`config.mk`:
```
export PLATFORM = sky130hd
export DESIGN_NAME = uart_rx_ctrl
export DESIGN_NICKNAME = d
export VERILOG_FILES = /design/src/rtl/uart_pkg.sv /design/src/rtl/uart_rx_sync2.sv /design/src/rtl/uart_rx_ctrl.sv
export SDC_FILE = /design/constraint.sdc
export NUM_CORES = 1
export LEC_CHECK = 0
export ABC_AREA = 1
export CAP_MARGIN = 20
export CORE_MARGIN = 1.5
export CORE_UTILIZATION = 30
export CTS_CLUSTER_DIAMETER = 100
export DETAILED_ROUTE_END_ITERATION = 10
export DONT_BUFFER_PORTS = 1
export SYNTH_ARGS = -nofsm -noshare
export SYNTH_HDL_FRONTEND = slang
export SYNTH_SLANG_ARGS = --single-unit
```
`constraint.sdc`:
```
create_clock -name clk -period 2.4 [get_ports clk]
set_clock_uncertainty 0.15 [all_clocks]
set_input_delay 0.6 -clock clk [delete_from_list [all_inputs] [get_ports clk]]
set_output_delay 0.6 -clock clk [all_outputs]
set_load 0.01 [all_outputs]
```
`src/rtl/uart_pkg.sv`:
```
// Shared UART definitions: receive FSM state encoding and default frame geometry.
package uart_pkg;

  typedef enum logic [2:0] {
    RX_IDLE,
    RX_START,
    RX_DATA,
    RX_PARITY,
    RX_STOP
  } rx_state_t;

  localparam int UART_OVERSAMPLE_DEF = 16;
  localparam int UART_DATA_BITS_DEF  = 8;

endpackage

```
`src/rtl/uart_rx_sync2.sv`:
```
// Two-flop synchroniser for an asynchronous input; both flops reset to RST_VAL.
module uart_rx_sync2 #(
  parameter logic RST_VAL = 1'b1
) (
  input  logic clk,
  input  logic rst_n,
  input  logic i_d,
  output logic o_q
);

  logic r_meta;
  logic r_sync;

  always_ff @(posedge clk or negedge rst_n) begin
    if (!rst_n) begin
      r_meta <= RST_VAL;
      r_sync <= RST_VAL;
    end else begin
      r_meta <= i_d;
      r_sync <= r_meta;
    end
  end

  assign o_q = r_sync;

endmodule

```
`src/rtl/uart_rx_ctrl.sv`:
```
// UART receive framing: start qualification, mid-bit sampling, stop check, valid/ready output.
// Define UART_RX_PARITY_EN to add an even-parity bit between data and stop (and the parity_err port).
module uart_rx_ctrl
  import uart_pkg::*;
#(
  parameter int OVERSAMPLE = UART_OVERSAMPLE_DEF,
  parameter int DATA_BITS  = UART_DATA_BITS_DEF
) (
  input  logic                 clk,
  input  logic                 rst_n,
  input  logic                 tick,
  input  logic                 rx,
  output logic [DATA_BITS-1:0] rx_data,
  output logic                 rx_valid,
  input  logic                 rx_ready,
  output logic                 frame_err,
  output logic                 overrun,
  output logic                 busy
`ifdef UART_RX_PARITY_EN
  ,
  output logic                 parity_err
`endif
);

  localparam int TW = $clog2(OVERSAMPLE);
  localparam int BW = $clog2(DATA_BITS);
  localparam logic [TW-1:0] HALF_M1  = TW'(OVERSAMPLE / 2 - 1);
  localparam logic [TW-1:0] FULL_M1  = TW'(OVERSAMPLE - 1);
  localparam logic [BW-1:0] LAST_BIT = BW'(DATA_BITS - 1);

  rx_state_t            r_state;
  rx_state_t            w_next;
  logic [TW-1:0]        r_tick_cnt;
  logic [BW-1:0]        r_bit_cnt;
  logic [DATA_BITS-1:0] r_shift;
  logic [DATA_BITS-1:0] r_data;
  logic                 r_valid;
  logic                 r_ferr;
  logic                 r_ovr;
  logic                 w_rx_s;
  logic                 w_half;
  logic                 w_wrap;
  logic                 w_busy;
  logic                 w_stop_smp;
  logic                 w_good;
  logic                 w_ferr;
  logic                 w_load;
  logic                 w_ovr;
`ifdef UART_RX_PARITY_EN
  logic                 r_par_bad;
  logic                 r_perr;
  logic                 w_perr;
`endif

  uart_rx_sync2 #(.RST_VAL(1'b1)) u_sync (
    .clk   (clk),
    .rst_n (rst_n),
    .i_d   (rx),
    .o_q   (w_rx_s)
  );

  assign w_half = tick && (r_tick_cnt == HALF_M1);
  assign w_wrap = tick && (r_tick_cnt == FULL_M1);

  always_ff @(posedge clk or negedge rst_n) begin
    if (!rst_n) r_state <= RX_IDLE;
    else        r_state <= w_next;
  end

  always_comb begin
    w_next = r_state;
    case (r_state)
      RX_IDLE:   if (tick && !w_rx_s) w_next = RX_START;
      RX_START:  if (w_half) w_next = w_rx_s ? RX_IDLE : RX_DATA;
      RX_DATA:
        if (w_wrap && (r_bit_cnt == LAST_BIT)) begin
`ifdef UART_RX_PARITY_EN
          w_next = RX_PARITY;
`else
          w_next = RX_STOP;
`endif
        end
      RX_PARITY: if (w_wrap) w_next = RX_STOP;
      RX_STOP:   if (w_wrap) w_next = RX_IDLE;
      default:   w_next = RX_IDLE;
    endcase
  end

  // A good frame loads only if the output slot is free or being drained this cycle.
  always_comb begin
    w_busy     = (r_state != RX_IDLE);
    w_stop_smp = (r_state == RX_STOP) && w_wrap;
    w_ferr     = w_stop_smp && !w_rx_s;
`ifdef UART_RX_PARITY_EN
    w_perr     = w_stop_smp && w_rx_s && r_par_bad;
    w_good     = w_stop_smp && w_rx_s && !r_par_bad;
`else
    w_good     = w_stop_smp && w_rx_s;
`endif
    w_load     = w_good && (!r_valid || rx_ready);
    w_ovr      = w_good && r_valid && !rx_ready;
  end

  always_ff @(posedge clk or negedge rst_n) begin
    if (!rst_n) begin
      r_tick_cnt <= '0;
      r_bit_cnt  <= '0;
      r_shift    <= '0;
`ifdef UART_RX_PARITY_EN
      r_par_bad  <= 1'b0;
`endif
    end else begin
      case (r_state)
        RX_IDLE: begin
          r_tick_cnt <= '0;
          r_bit_cnt  <= '0;
        end
        RX_START: begin
          if (w_half) begin
            r_tick_cnt <= '0;
            r_bit_cnt  <= '0;
          end else if (tick) begin
            r_tick_cnt <= r_tick_cnt + TW'(1);
          end
        end
        RX_DATA, RX_PARITY, RX_STOP: begin
          if (w_wrap) begin
            r_tick_cnt <= '0;
            if (r_state == RX_DATA) begin
              r_shift   <= {w_rx_s, r_shift[DATA_BITS-1:1]};
              r_bit_cnt <= r_bit_cnt + BW'(1);
            end
`ifdef UART_RX_PARITY_EN
            if (r_state == RX_PARITY) r_par_bad <= (^r_shift) ^ w_rx_s;
`endif
          end else if (tick) begin
            r_tick_cnt <= r_tick_cnt + TW'(1);
          end
        end
        default: begin
          r_tick_cnt <= '0;
          r_bit_cnt  <= '0;
        end
      endcase
    end
  end

  always_ff @(posedge clk or negedge rst_n) begin
    if (!rst_n) begin
      r_data  <= '0;
      r_valid <= 1'b0;
      r_ferr  <= 1'b0;
      r_ovr   <= 1'b0;
`ifdef UART_RX_PARITY_EN
      r_perr  <= 1'b0;
`endif
    end else begin
      r_ferr <= w_ferr;
      r_ovr  <= w_ovr;
`ifdef UART_RX_PARITY_EN
      r_perr <= w_perr;
`endif
      if (w_load) begin
        r_data  <= r_shift;
        r_valid <= 1'b1;
      end else if (r_valid && rx_ready) begin
        r_valid <= 1'b0;
      end
    end
  end

  assign rx_data   = r_data;
  assign rx_valid  = r_valid;
  assign frame_err = r_ferr;
  assign overrun   = r_ovr;
  assign busy      = w_busy;
`ifdef UART_RX_PARITY_EN
  assign parity_err = r_perr;
`endif

endmodule

```
== Word level (Yosys, flattened, before mapping) ==
Cells that the tools add are included.
Widths: inputs -> output; s select.
Cells by class
  reduce and logical (&&, ||, !) cells: 22
  equal/unequal tests: 14
  multiplexer cells: 17
  add/subtract/negate cells: 2
Operators by type and width (number)
  $mux 3: 8
  $pmux 3 s5: 1
  $ne 2x2->1 const B: 7
  $mux 4: 3
  $logic_and 1x1->1: 11
  $pmux 4 s2: 1
  $eq 3x2->1 const B: 2
  $eq 3x3->1 const B: 2
  $pmux 3 s2: 1
  $reduce_and 3->1: 2
  $reduce_and 5->1: 1
  $add 4x1->4 const B: 1
  $eq 4x3->1 const B: 1
  $eq 4x4->1 const B: 1
  $add 3x1->3 const B: 1
  $eq 3x1->1 const B: 1
  $logic_not 1->1: 3
  $logic_not 3->1: 1
  $reduce_bool 3->1: 1
  $reduce_or 3->1: 1
  $mux 1: 2
  $mux 2: 1
  $reduce_bool 2->1: 1
  $logic_or 1x1->1: 1
Storage, ports and cells
  flip-flop bits (word level): 31
  input port bits: 5
  logic and storage cells: 65
  output and inout bits: 12

== Depth between registers and ports, before layout ==
  depth after elaboration: 6
  depth in mapped cells: 8
  depth with buffers taken out: 8

== Hierarchy ==
Synthesis repeated with hierarchy kept, for this count alone.
Unflattened totals
  cell total of the unflattened synthesis: 146
  area, all modules: 1407.6 um^2
Modules (own cells, without submodules)
  uart_rx_ctrl: cells each 144, area an instance 1355.0 um^2, seq. area each 725.7 um^2, times used 1
  uart_rx_sync2: cells each 2, area an instance 52.6 um^2, seq. area each 52.6 um^2, times used 1

== Worst setup path after synthesis ==
OpenSTA, ideal clock, no wires.
  path type: input-to-reg
  from: input port tick
  to: register r_data[6], in the netlist rx_data[6]
  path buffers: 1
  required time: 2.133 ns
  setup slack: 0.910 ns
  setup time: 0.117 ns
  data arrival time: 1.223 ns
  stages: 6
  cells stage by stage: nand2_4 -> nor2_8 -> nand4_4 -> buf_6 -> nand2_2 -> o21ai_2
On the way
  word-level cells in the longest chain between the ends: 4
RTL lines
  start: declaration: RTL line uart_rx_ctrl.sv:11  | input logic tick,
  $logic_and 1x1->1: RTL line uart_rx_ctrl.sv:63  | assign w_wrap = tick && (r_tick_cnt == FULL_M1);
  $logic_and 1x1->1: RTL line uart_rx_ctrl.sv:92  | w_stop_smp = (r_state == RX_STOP) && w_wrap;
  $logic_and 1x1->1: RTL line uart_rx_ctrl.sv:98  | w_good = w_stop_smp && w_rx_s;
  $logic_and 1x1->1: RTL line uart_rx_ctrl.sv:100  | w_load = w_good && (!r_valid || rx_ready);
  end signal: assignment: RTL line uart_rx_ctrl.sv:164  | r_data <= r_shift;
  end: declaration: RTL line uart_rx_ctrl.sv:36  | logic [DATA_BITS-1:0] r_data;
No other way between the ends.
A chain may end at the register's enable or synchronous reset.

== Final worst setup path ==
  from: register r_state[0]
  to: output port busy
On the way
  word-level cells in the longest chain between the ends: 1
RTL lines
  start: declaration: RTL line uart_rx_ctrl.sv:31  | rx_state_t r_state;
  start signal: assignment: RTL line uart_rx_ctrl.sv:67  | else r_state <= w_next;
  $reduce_bool 3->1: RTL line uart_rx_ctrl.sv:91  | w_busy = (r_state != RX_IDLE);
  end: declaration: RTL line uart_rx_ctrl.sv:18  | output logic busy
No other way between the ends.

==> summary.txt <==
Routing
  – Routed vias: 920
  – DR WL/cell: about 11 um
  – Iteration-0 DRC Markers: 36
  – First-pass DRT Iterations: 7
  – Drc violations: 1
  – Remaining antenna violation count: 0
  – WL final: roughly 2300 um
  – Avg Vias per Cell: approximately 4.5

Run status
  – Outcome: finished, violations left
  – Failing checks: DRC

Place
  – DP Area: between 1000 and 1500 sq um
  – Port Buffers: 0
  – Hpwl dp: 1610 um
  – Routability cong.: ~0.78

Clock network
  – Max Root-Sink Buffers: 2
  – TritonCTS clock tree: yes
  – Clock Sinks: 31
  – Clock slew at reported path FFs: roughly 0.06 ns
  – Clk_lat worst skew: about 0.28 ns
  – Root Driver: clkbuf_8
  – Post-CTS Hold Buffers: 2
  – Post-CTS sizing: 0
  – Post-CTS Setup Bufs: 0
  – H-tree depth: 2
  – CTS Buf Count: 5

Timing
  – Endpoints failing setup: 0
  – RSZ-0062 raised after global routing: false
  – Worst slew pin tran: ~0.32 ns
  – Slew headroom: about four fifths
  – Final hold violations: 0
  – Pins Over Slew Limit: 0
  – Setup Total Neg Slack: 0 ns
  – Minimum clock period: between 1.5 and 2 ns
  – Fin crit share: between 70 and 80%
  – Peak Freq: between 0.5 and 0.6 GHz

Global routing
  – Total Routing Usage GR: between 10% and 20%
  – Congestion Overflow GR: 0
  – Vias in the first global route: around 890
  – Largest net degree at the start of global routing: 30
  – Antenna violations before repair: 0
  – First-pass GRT wire length: about 4000 um

Worst setup path
  – FF-to-FF setup slack: 0.75 ns
  – CP max FO: 5
  – Startpoint types: register
  – CP Capture Type: output port
  – WP data arrival: just over 1 ns
  – Crit path kind: register to output port
  – Req. time, crit path: ~1.7 ns
  – R2R depth: 6

Pwr
  – P_leak: 0.803 nW
  – Worst IR Drop VDD: 0.399 mV
  – Cell Pwr Density: around 800 nW/um^2

Die
  – Initial Util: between 30% and 40%
  – Core box area: between 4000 and 5000 sq um
  – Die Wd: 71.5 um
  – Die Y: about 70 um
  – Io pins: 17
  – Cell Rows: 24
  – Die area: around 5100 sq um

Logic synthesis
  – Mapped cell area: around 1400 sq um
  – Post-synth top area cell: dfrtp_1
  – Area share of the leading cell type in the synthesized netlist: between 50 and 60%
  – Top cells by area, synth: dfrtp_1 (52%), nand2_1 (9.1%), inv_1 (5.9%)
  – Post-synthesis net count: approximately 150
  – Sequential area share after synthesis: about 55%
  – Synthesized area per cell: about 9.6 sq um
  – Cells after Synth: ~150
  – Syn. warnings: 0
  – Flops & latches, synth: 31
  – Synth cell types: 25

Worst hold path
  – HP Class: input port to async pin

Cells and area
  – Layout Cell Area excl Fill: approximately 1600 sq um
  – Final nets: roughly 160
  – Area Growth Syn to Fin: 12.7%
  – Layout cells sized above 1: 16.9%
  – ANT cells: 0

Job
  – Max cap viols: 0
placed cells by master, fill, tap and decap left out, types with 2 or more instances in the layout:
master | netlist | final
xor2_1 | 2 | 2
ha_1 | 3 | 3
o21ai_2 | 8 | 8
nor2_1 | 13 | 13
nand2_4 | 3 | 3
nand2_1 | 34 | 34
o21ai_1 | 8 | 8
o21ai_0 | 3 | 3
nand4_1 | 4 | 4
nand3_1 | 2 | 2
dfrtp_1 | 29 | 29
clkbuf_8 | 0 | 7
dfstp_2 | 2 | 2
inv_1 | 22 | 22
nor3_1 | 2 | 2
through the flow:
stage	setup slack, ns	power [mW]	hold slack [ns]	utilization, %	instances
after floorplan	0.910	0.775	0.154	-	146
after global placement	0.768	0.819	0.155	32.8	196
after detailed placement	0.746	0.820	0.155	32.8	196
after CTS	0.615	1.29	0.00557	35.7	206
after global routing	0.520	1.35	0.00123	35.7	206
final	0.634	1.26	0.0186	35.7	206
cell families after synthesis:
group                    after synthesis  share of synthesized area (%)
AND/OR/NAND/NOR                       63                           22.7
buffers and inverters                 24                           7.02
multiplexers                           1                          0.711
adder cells (fa/ha/maj)                3                           2.67
XOR/XNOR                               3                           1.87
AO/OA/AOI/OAI                         21                           9.78
flip-flops                            31                           55.3
sequential cells by signal (all words and copies together) (netlist names):
| signal | flops |
|---|---|
| u_sync.r_meta | 1 |
| r_bit_cnt | 3 |
| r_shift | 8 |
| r_tick_cnt | 4 |
| overrun | 1 |
| rx_valid | 1 |
| r_state | 3 |
| frame_err | 1 |
| u_sync.o_q | 1 |
| rx_data | 8 |
cell type report:
| cell class | instances | area (sq um) |
|---|---|---|
| fill | 455 | 2860 |
| sequential | 31 | 778 |
| multi-input combinational | 91 | 531 |
| clock buffer | 8 | 100 |
| inverter | 22 | 82.6 |
| tap | 52 | 65.1 |
| timing repair buffer | 2 | 30.0 |
Yosys cell counts:
cell type,number
nand2_4,3
nand2_2,1
buf_2,1
xnor2_1,1
nor2_8,1
o21ai_1,8
o21ai_0,3
nand3_2,1
o21bai_1,1
buf_6,1
ha_1,3
o21ai_2,8
a21oi_1,1
mux2i_1,1
dfstp_2,2
inv_1,22
nand2_1,34
xor2_1,2
dfrtp_1,29
nand3_1,2
nand4_4,1
nor2_2,1
nor2_1,13
nor3_1,2
nand4_1,4
path summary, 6_finish.rpt:
path | from | to
max in group asynchronous | rst_n | rx_valid
max | r_state[0] | busy
max reg2reg | r_tick_cnt[0] | r_bit_cnt[0]
min | rst_n | u_sync.o_q
min reg2reg | u_sync.r_meta | u_sync.o_q
min in group clk | rx | u_sync.r_meta
per-layer routing:
layer	vias up	wire (um)	global-route usage, %
met3	4	117	3.80
met1	428	1120	14.0
li1	473	-	-
met5	-	0	0
met2	15	1070	15.1
met4	0	29	3.77
report_power, final:
| group | leakage (nW) | internal, mW | switching [mW] |
|---|---|---|---|
| clock | 0.0515 | 0.261 | 0.180 |
| sequential | 0.422 | 0.555 | 0.0329 |
| combinational | 0.329 | 0.0797 | 0.155 |
worst max-delay path, cell delays in order, from the launching register on:
cell and delay [ns]:
dfrtp_1 0.43, nor2_1 0.15, nand2_1 0.16
No activity file was read; power rests on OpenSTA's default activity.
